File: config.mk
export PLATFORM = sky130hd
export DESIGN_NAME = coms_uart_rx
export DESIGN_NICKNAME = d
export VERILOG_FILES = /design/src/rtl/coms_uart_rx.sv
export SDC_FILE = /design/constraint.sdc
export NUM_CORES = 1
export LEC_CHECK = 0
export CELL_PAD_IN_SITES_DETAIL_PLACEMENT = 1
export CELL_PAD_IN_SITES_GLOBAL_PLACEMENT = 2
export CORE_MARGIN = 2
export CORE_UTILIZATION = 35
export DETAILED_ROUTE_END_ITERATION = 7
export DONT_BUFFER_PORTS = 1
export MAX_ROUTING_LAYER = met4
export PLACE_DENSITY = 0.71
export SKIP_CTS_REPAIR_TIMING = 1
export SLEW_MARGIN = 40
export SYNTH_ARGS = -nofsm -noshare
export SYNTH_HDL_FRONTEND = slang
export SYNTH_SLANG_ARGS = --single-unit
File: constraint.sdc
create_clock -name clk -period 3.4 [get_ports clk]
set_input_delay 0.68 -clock clk [delete_from_list [all_inputs] [get_ports clk]]
set_output_delay 0.68 -clock clk [all_outputs]
set_load 0.02 [all_outputs]
File: src/rtl/coms_uart_rx.sv
// rtl/coms_uart_rx.sv - Oversampling 8N1 UART receiver for the coms motor-bus frame matcher
//
// Purpose:
//   Synchronises the RS485 receive line and finds each start bit. It majority-votes
//   three samples around the centre of every bit and assembles LSB-first bytes. It
//   checks the stop bit, flags framing errors and reports a quiet bus so the frame
//   matcher can resynchronise.
//
// Ports:
//   clk                  in   1   system clock, rising edge
//   reset                in   1   asynchronous active-high reset
//   rx_i                 in   1   raw serial line, idle high, LSB first, 8N1
//   rx_data_ready        out  1   one-cycle pulse, rx_data holds a new good byte
//   rx_data              out  8   last good byte, held until the next good byte
//   framing_error        out  1   one-cycle pulse, stop bit sampled low
//   framing_error_count  out  16  saturating framing error count
//   bus_idle             out  1   line high for IDLE_BITS bit times while idle

module coms_uart_rx #(
    parameter int CLK_FREQ_HZ  = 50_000_000,
    parameter int BAUDRATE     = 2_000_000,
    parameter int CLKS_PER_BIT = CLK_FREQ_HZ / BAUDRATE,
    parameter int IDLE_BITS    = 10
) (
    input  logic        clk,
    input  logic        reset,
    input  logic        rx_i,
    output logic        rx_data_ready,
    output logic [7:0]  rx_data,
    output logic        framing_error,
    output logic [15:0] framing_error_count,
    output logic        bus_idle
);

    localparam int HALF_BIT = CLKS_PER_BIT / 2;
    localparam int CW       = $clog2(CLKS_PER_BIT);
    localparam int IDLE_MAX = IDLE_BITS * CLKS_PER_BIT;
    localparam int IW       = $clog2(IDLE_MAX + 1);

    // Sample points straddle the bit centre; the last one is also the decision point.
    localparam logic [CW-1:0] C_SAMP0 = CW'(HALF_BIT - 1);
    localparam logic [CW-1:0] C_SAMP1 = CW'(HALF_BIT);
    localparam logic [CW-1:0] C_SAMP2 = CW'(HALF_BIT + 1);
    localparam logic [CW-1:0] C_LAST  = CW'(CLKS_PER_BIT - 1);
    localparam logic [IW-1:0] C_IDLE_TOP = IW'(IDLE_MAX);

    typedef enum logic [2:0] {
        S_IDLE,
        S_START,
        S_DATA,
        S_STOP,
        S_BREAK
    } state_t;

    state_t          r_state;
    logic            r_sync1;
    logic            r_sync2;
    logic [CW-1:0]   r_cnt;
    logic [2:0]      r_bit_idx;
    logic [2:0]      r_samp;
    logic [7:0]      r_shreg;
    logic [IW-1:0]   r_idle_cnt;

    logic            w_rx_s;
    logic            w_maj_now;
    logic            w_maj_all;
    logic            w_sampling;

    // Two-flop synchroniser, preset to the idle (high) level.
    always_ff @(posedge clk or posedge reset) begin
        if (reset) begin
            r_sync1 <= 1'b1;
            r_sync2 <= 1'b1;
        end else begin
            r_sync1 <= rx_i;
            r_sync2 <= r_sync1;
        end
    end

    assign w_rx_s = r_sync2;

    // At the last sample point the third sample is still on the line, so the vote
    // uses the live synchronised value. Later in the bit all three are registered.
    assign w_maj_now = (r_samp[0] & r_samp[1]) | (r_samp[0] & w_rx_s) | (r_samp[1] & w_rx_s);
    assign w_maj_all = (r_samp[0] & r_samp[1]) | (r_samp[0] & r_samp[2]) | (r_samp[1] & r_samp[2]);

    assign w_sampling = (r_state == S_START) || (r_state == S_DATA) || (r_state == S_STOP);

    // Receive FSM with registered outputs.
    always_ff @(posedge clk or posedge reset) begin
        if (reset) begin
            r_state             <= S_IDLE;
            r_cnt               <= '0;
            r_bit_idx           <= '0;
            r_samp              <= 3'b111;
            r_shreg             <= '0;
            rx_data_ready       <= 1'b0;
            rx_data             <= '0;
            framing_error       <= 1'b0;
            framing_error_count <= '0;
        end else begin
            rx_data_ready <= 1'b0;
            framing_error <= 1'b0;

            if (w_sampling) begin
                if (r_cnt == C_SAMP0) r_samp[0] <= w_rx_s;
                if (r_cnt == C_SAMP1) r_samp[1] <= w_rx_s;
                if (r_cnt == C_SAMP2) r_samp[2] <= w_rx_s;
            end

            case (r_state)
                S_IDLE: begin
                    r_cnt     <= '0;
                    r_bit_idx <= '0;
                    if (!w_rx_s) begin
                        r_state <= S_START;
                    end
                end

                S_START: begin
                    if ((r_cnt == C_SAMP2) && w_maj_now) begin
                        // Line came back high before the start bit centre: a glitch.
                        r_state <= S_IDLE;
                        r_cnt   <= '0;
                    end else if (r_cnt == C_LAST) begin
                        r_state   <= S_DATA;
                        r_cnt     <= '0;
                        r_bit_idx <= '0;
                    end else begin
                        r_cnt <= r_cnt + CW'(1);
                    end
                end

                S_DATA: begin
                    if (r_cnt == C_LAST) begin
                        r_shreg[r_bit_idx] <= w_maj_all;
                        r_cnt              <= '0;
                        if (r_bit_idx == 3'd7) begin
                            r_state <= S_STOP;
                        end else begin
                            r_bit_idx <= r_bit_idx + 3'd1;
                        end
                    end else begin
                        r_cnt <= r_cnt + CW'(1);
                    end
                end

                S_STOP: begin
                    // Decide at mid-stop so the next start bit can be caught even
                    // when the sender runs slightly fast.
                    if (r_cnt == C_SAMP2) begin
                        r_cnt <= '0;
                        if (w_maj_now) begin
                            rx_data       <= r_shreg;
                            rx_data_ready <= 1'b1;
                            r_state       <= S_IDLE;
                        end else begin
                            framing_error <= 1'b1;
                            if (framing_error_count != 16'hFFFF) begin
                                framing_error_count <= framing_error_count + 16'd1;
                            end
                            r_state <= S_BREAK;
                        end
                    end else begin
                        r_cnt <= r_cnt + CW'(1);
                    end
                end

                S_BREAK: begin
                    // A held-low line reports one error, then waits for release.
                    r_cnt <= '0;
                    if (w_rx_s) begin
                        r_state <= S_IDLE;
                    end
                end

                default: begin
                    r_state <= S_IDLE;
                    r_cnt   <= '0;
                end
            endcase
        end
    end

    // Bus idle detector: counts quiet high clocks while the FSM is idle.
    always_ff @(posedge clk or posedge reset) begin
        if (reset) begin
            r_idle_cnt <= '0;
            bus_idle   <= 1'b0;
        end else if ((r_state == S_IDLE) && w_rx_s) begin
            if (r_idle_cnt != C_IDLE_TOP) begin
                r_idle_cnt <= r_idle_cnt + IW'(1);
                bus_idle   <= ((r_idle_cnt + IW'(1)) == C_IDLE_TOP);
            end else begin
                bus_idle <= 1'b1;
            end
        end else begin
            r_idle_cnt <= '0;
            bus_idle   <= 1'b0;
        end
    end

endmodule

==> impl_results.md <==
- Cell Pwr Density: 612 nW/um^2
- Ant. Diodes: 0
- Hold/Removal Path Class: primary input to asynchronous set/reset pin
- Final period util: about 66%
- Fin. Hold Viols: 0
- CTS max path bufs: 2
- Ratio of cells with drive above 1 in the final layout: 17.1%
- Highest Clock Rate: about 450 MHz
- Post-synthesis instance area: 2800 um^2
- Worst Clk Skew: around 0.010 ns
- DR vias: approximately 1.9k
- Leakage: between 1 and 1.5 nW
- Critical path class: register to register
- Worst VDD drop: 0.229 mV
- Wire per inst: around 16 um
- Layout fillers: 858
- Die X: approximately 93 um
- Synth Warn #: 0
- Net Count, Synth: 270
- Worst path arrival time: 2.44 ns
- Post-route ant nets: 0
- Gp weighted congestion: 0.716
- Number of global-route vias before repair: 1984
- Slew margin rel.: 56.2%
- Worst-path fanout max: 5
- Most frequent cells after synthesis: 54 x dfrtp_1, 23 x nand2_1, 20 x nand3_1
- Layout area overhead: 12.2%
- PortBufs: 0
- Via density: 5.10
- Die height: 93.4 um
- DP HPWL: around 4.2 mm
- Drt total wl: 5.78 mm
- GR Util All Layers: 14.9%
- RSZ-0062 raised after global routing: false
- CORE AREA: 7730 um^2
- Ports: 30
- Synth Register Bits: just under 60
- Setup crit start kind: register
- Maxcap violations: 0
- Mapped Cells: 258
- Drt drc: 0
- Die Area: about 8700 um^2
- Synth area leader: dfrtp_1
- Prevailing post-synth register cell: dfrtp_1
- Final #Nets: 276
- Register area share after synthesis: a little over half
- Pin count of the biggest net entering global routing: 23
- Initial antenna violation count: 0
- Initial core utilization: a little over a third
- # H-tree levels: 3
- Setup_tns: 0 ns
- Total power: 1.92 mW
- Status: finished, final reports clean
- 1st-iter DRT viols: a little over 80
- Total gr overflow: 0
- Async S/R FF share, synth: 100%
- Syn avg cell area: between 10 and 15 um^2
- Clock Latency Late Sink: 0.33 ns
- Root Driver: clkbuf_8
- Num rows: 32
- Slew @ Worst Pin: 0.652 ns
- Worst Setup End Kind: register
- Final setup fails: 0
- Drt pass-1 iters: 4
- Number of synthesized flops with an enable pin: 0
- Tmin final: 2.24 ns
- CTS tree: built
- Most frequent cell after synthesis: dfrtp_1
- Top cell type's share of synthesized area: 48.3%
- # clock sinks: 59
- Clock slew at reported path FFs: 0.07 ns
- Final slew viol count: 0
- CTS Buf Count: 9
- Top area cells in the synthesized netlist: dfrtp_1 48%, mux2_2 6.4%, dfstp_2 4.7%
- Critical Path RT: 3.60 ns
- First-pass GRT wire length: 9.92 mm
- Post-synth cell types: 39
==> cell usage in the layout (no fill, tap or decap), types with 3 or more instances in the layout <==
| master | count |
|---|---|
| nand3_1 | 20 |
| dfrtp_1 | 54 |
| nor2_1 | 17 |
| a31o_2 | 3 |
| or3_1 | 4 |
| and3_1 | 3 |
| inv_1 | 9 |
| nor3b_1 | 3 |
| a21oi_1 | 4 |
| mux2_2 | 16 |
| xnor2_1 | 9 |
| nand2_1 | 23 |
| dfstp_2 | 5 |
| xor2_1 | 11 |
| clkbuf_8 | 11 |
| nand3b_1 | 7 |
| o21ai_0 | 10 |
| nor3_1 | 12 |
| ha_1 | 9 |
| nand4_1 | 9 |
==> per-layer routing <==
metal / wire length (um) / up-vias / GRT usage (%)
li1: - / 931 / -
met3: 222 / 2 / 4.35
met2: 2760 / 23 / 22.8
met1: 2750 / 936 / 19.0
met4: 38 / 0 / 4.78
met5: 0 / - / -
==> power breakdown <==
group	switching, mW	total (mW)	internal [mW]
Clock	0.275	0.727	0.452
Sequential	0.115	0.902	0.786
Combinational	0.171	0.291	0.119
Total	0.561	1.92	1.36
==> cells by family (layout without fill, tap and decap cells) <==
kind of cell | after synthesis | after routing | synth area share, %
AO/OA/AOI/OAI | 27 | 27 | 6.54
XOR/XNOR | 20 | 20 | 6.27
adder cells (fa/ha/maj) | 11 | 11 | 4.79
buffers and inverters | 17 | 28 | 2.42
flip-flops | 59 | 59 | 53.0
multiplexers | 16 | 16 | 6.45
AND/OR/NAND/NOR | 108 | 108 | 20.5
==> critical path, stage by stage (launching register included) <==
cell,delay (ns)
dfrtp_1,0.40
inv_1,0.09
ha_1,0.16
nand4b_1,0.18
or4_4,0.57
nor4_2,0.43
nand3_1,0.15
xnor2_1,0.15
==> layout make-up <==
class / instances / area (um^2) / area share [%]
clock inverters: 4 / 72.6 / 2.31
repair buffers: 2 / 15.0 / 0.479
flip-flops and latches: 59 / 1480 / 47.3
multi-input cells: 182 / 1240 / 39.7
inverters: 10 / 37.5 / 1.20
well taps: 102 / 128 / 4.07
clock buffers: 12 / 155 / 4.95
==> registers in the layout, indices dropped and copies added (netlist names) <==
register             count
r_samp                   3
bus_idle                 1
r_state                  3
r_shreg                  8
r_bit_idx                3
rx_data_ready            1
r_sync1                  1
framing_error            1
r_sync2                  1
r_idle_cnt               8
framing_error_count     16
rx_data                  8
r_cnt                    5
==> worst paths after layout <==
path                                         start                                   to  slack [ns]  depth (start not counted)
min in group clk                              rx_i                    r_sync1$_DFF_PP1_        0.35                          0
worst min register to register   r_sync1$_DFF_PP1_                    r_sync2$_DFF_PP1_        0.36                          0
max in group asynchronous                    reset                r_samp[2]$_DFFE_PP1P_        2.45                          2
worst max register to register  r_cnt[1]$_DFF_PP0_  framing_error_count[10]$_DFFE_PP0P_        1.16                          7
worst max-delay path            r_cnt[1]$_DFF_PP0_  framing_error_count[10]$_DFFE_PP0P_        1.16                          7
worst min-delay path                         reset               rx_data[7]$_DFFE_PP0P_        0.23                          1
==> per-stage QoR <==
| stage | utilization [%] | hold slack (ns) | std cells | cell area (um^2) | setup WS (ns) |
|---|---|---|---|---|---|
| after global routing | 40.6 | 0.246 | 371 | 3140 | 0.951 |
| after global placement | 37.6 | 0.346 | 355 | 2910 | 1.22 |
| after floorplan | - | 0.345 | 258 | 2800 | 1.27 |
| after CTS | 40.6 | 0.233 | 371 | 3140 | 1.14 |
| after detailed placement | 37.6 | 0.349 | 355 | 2910 | 1.15 |
| final | 40.6 | 0.231 | 371 | 3140 | 1.16 |
Note: power is estimated with default switching activity, not from simulation.
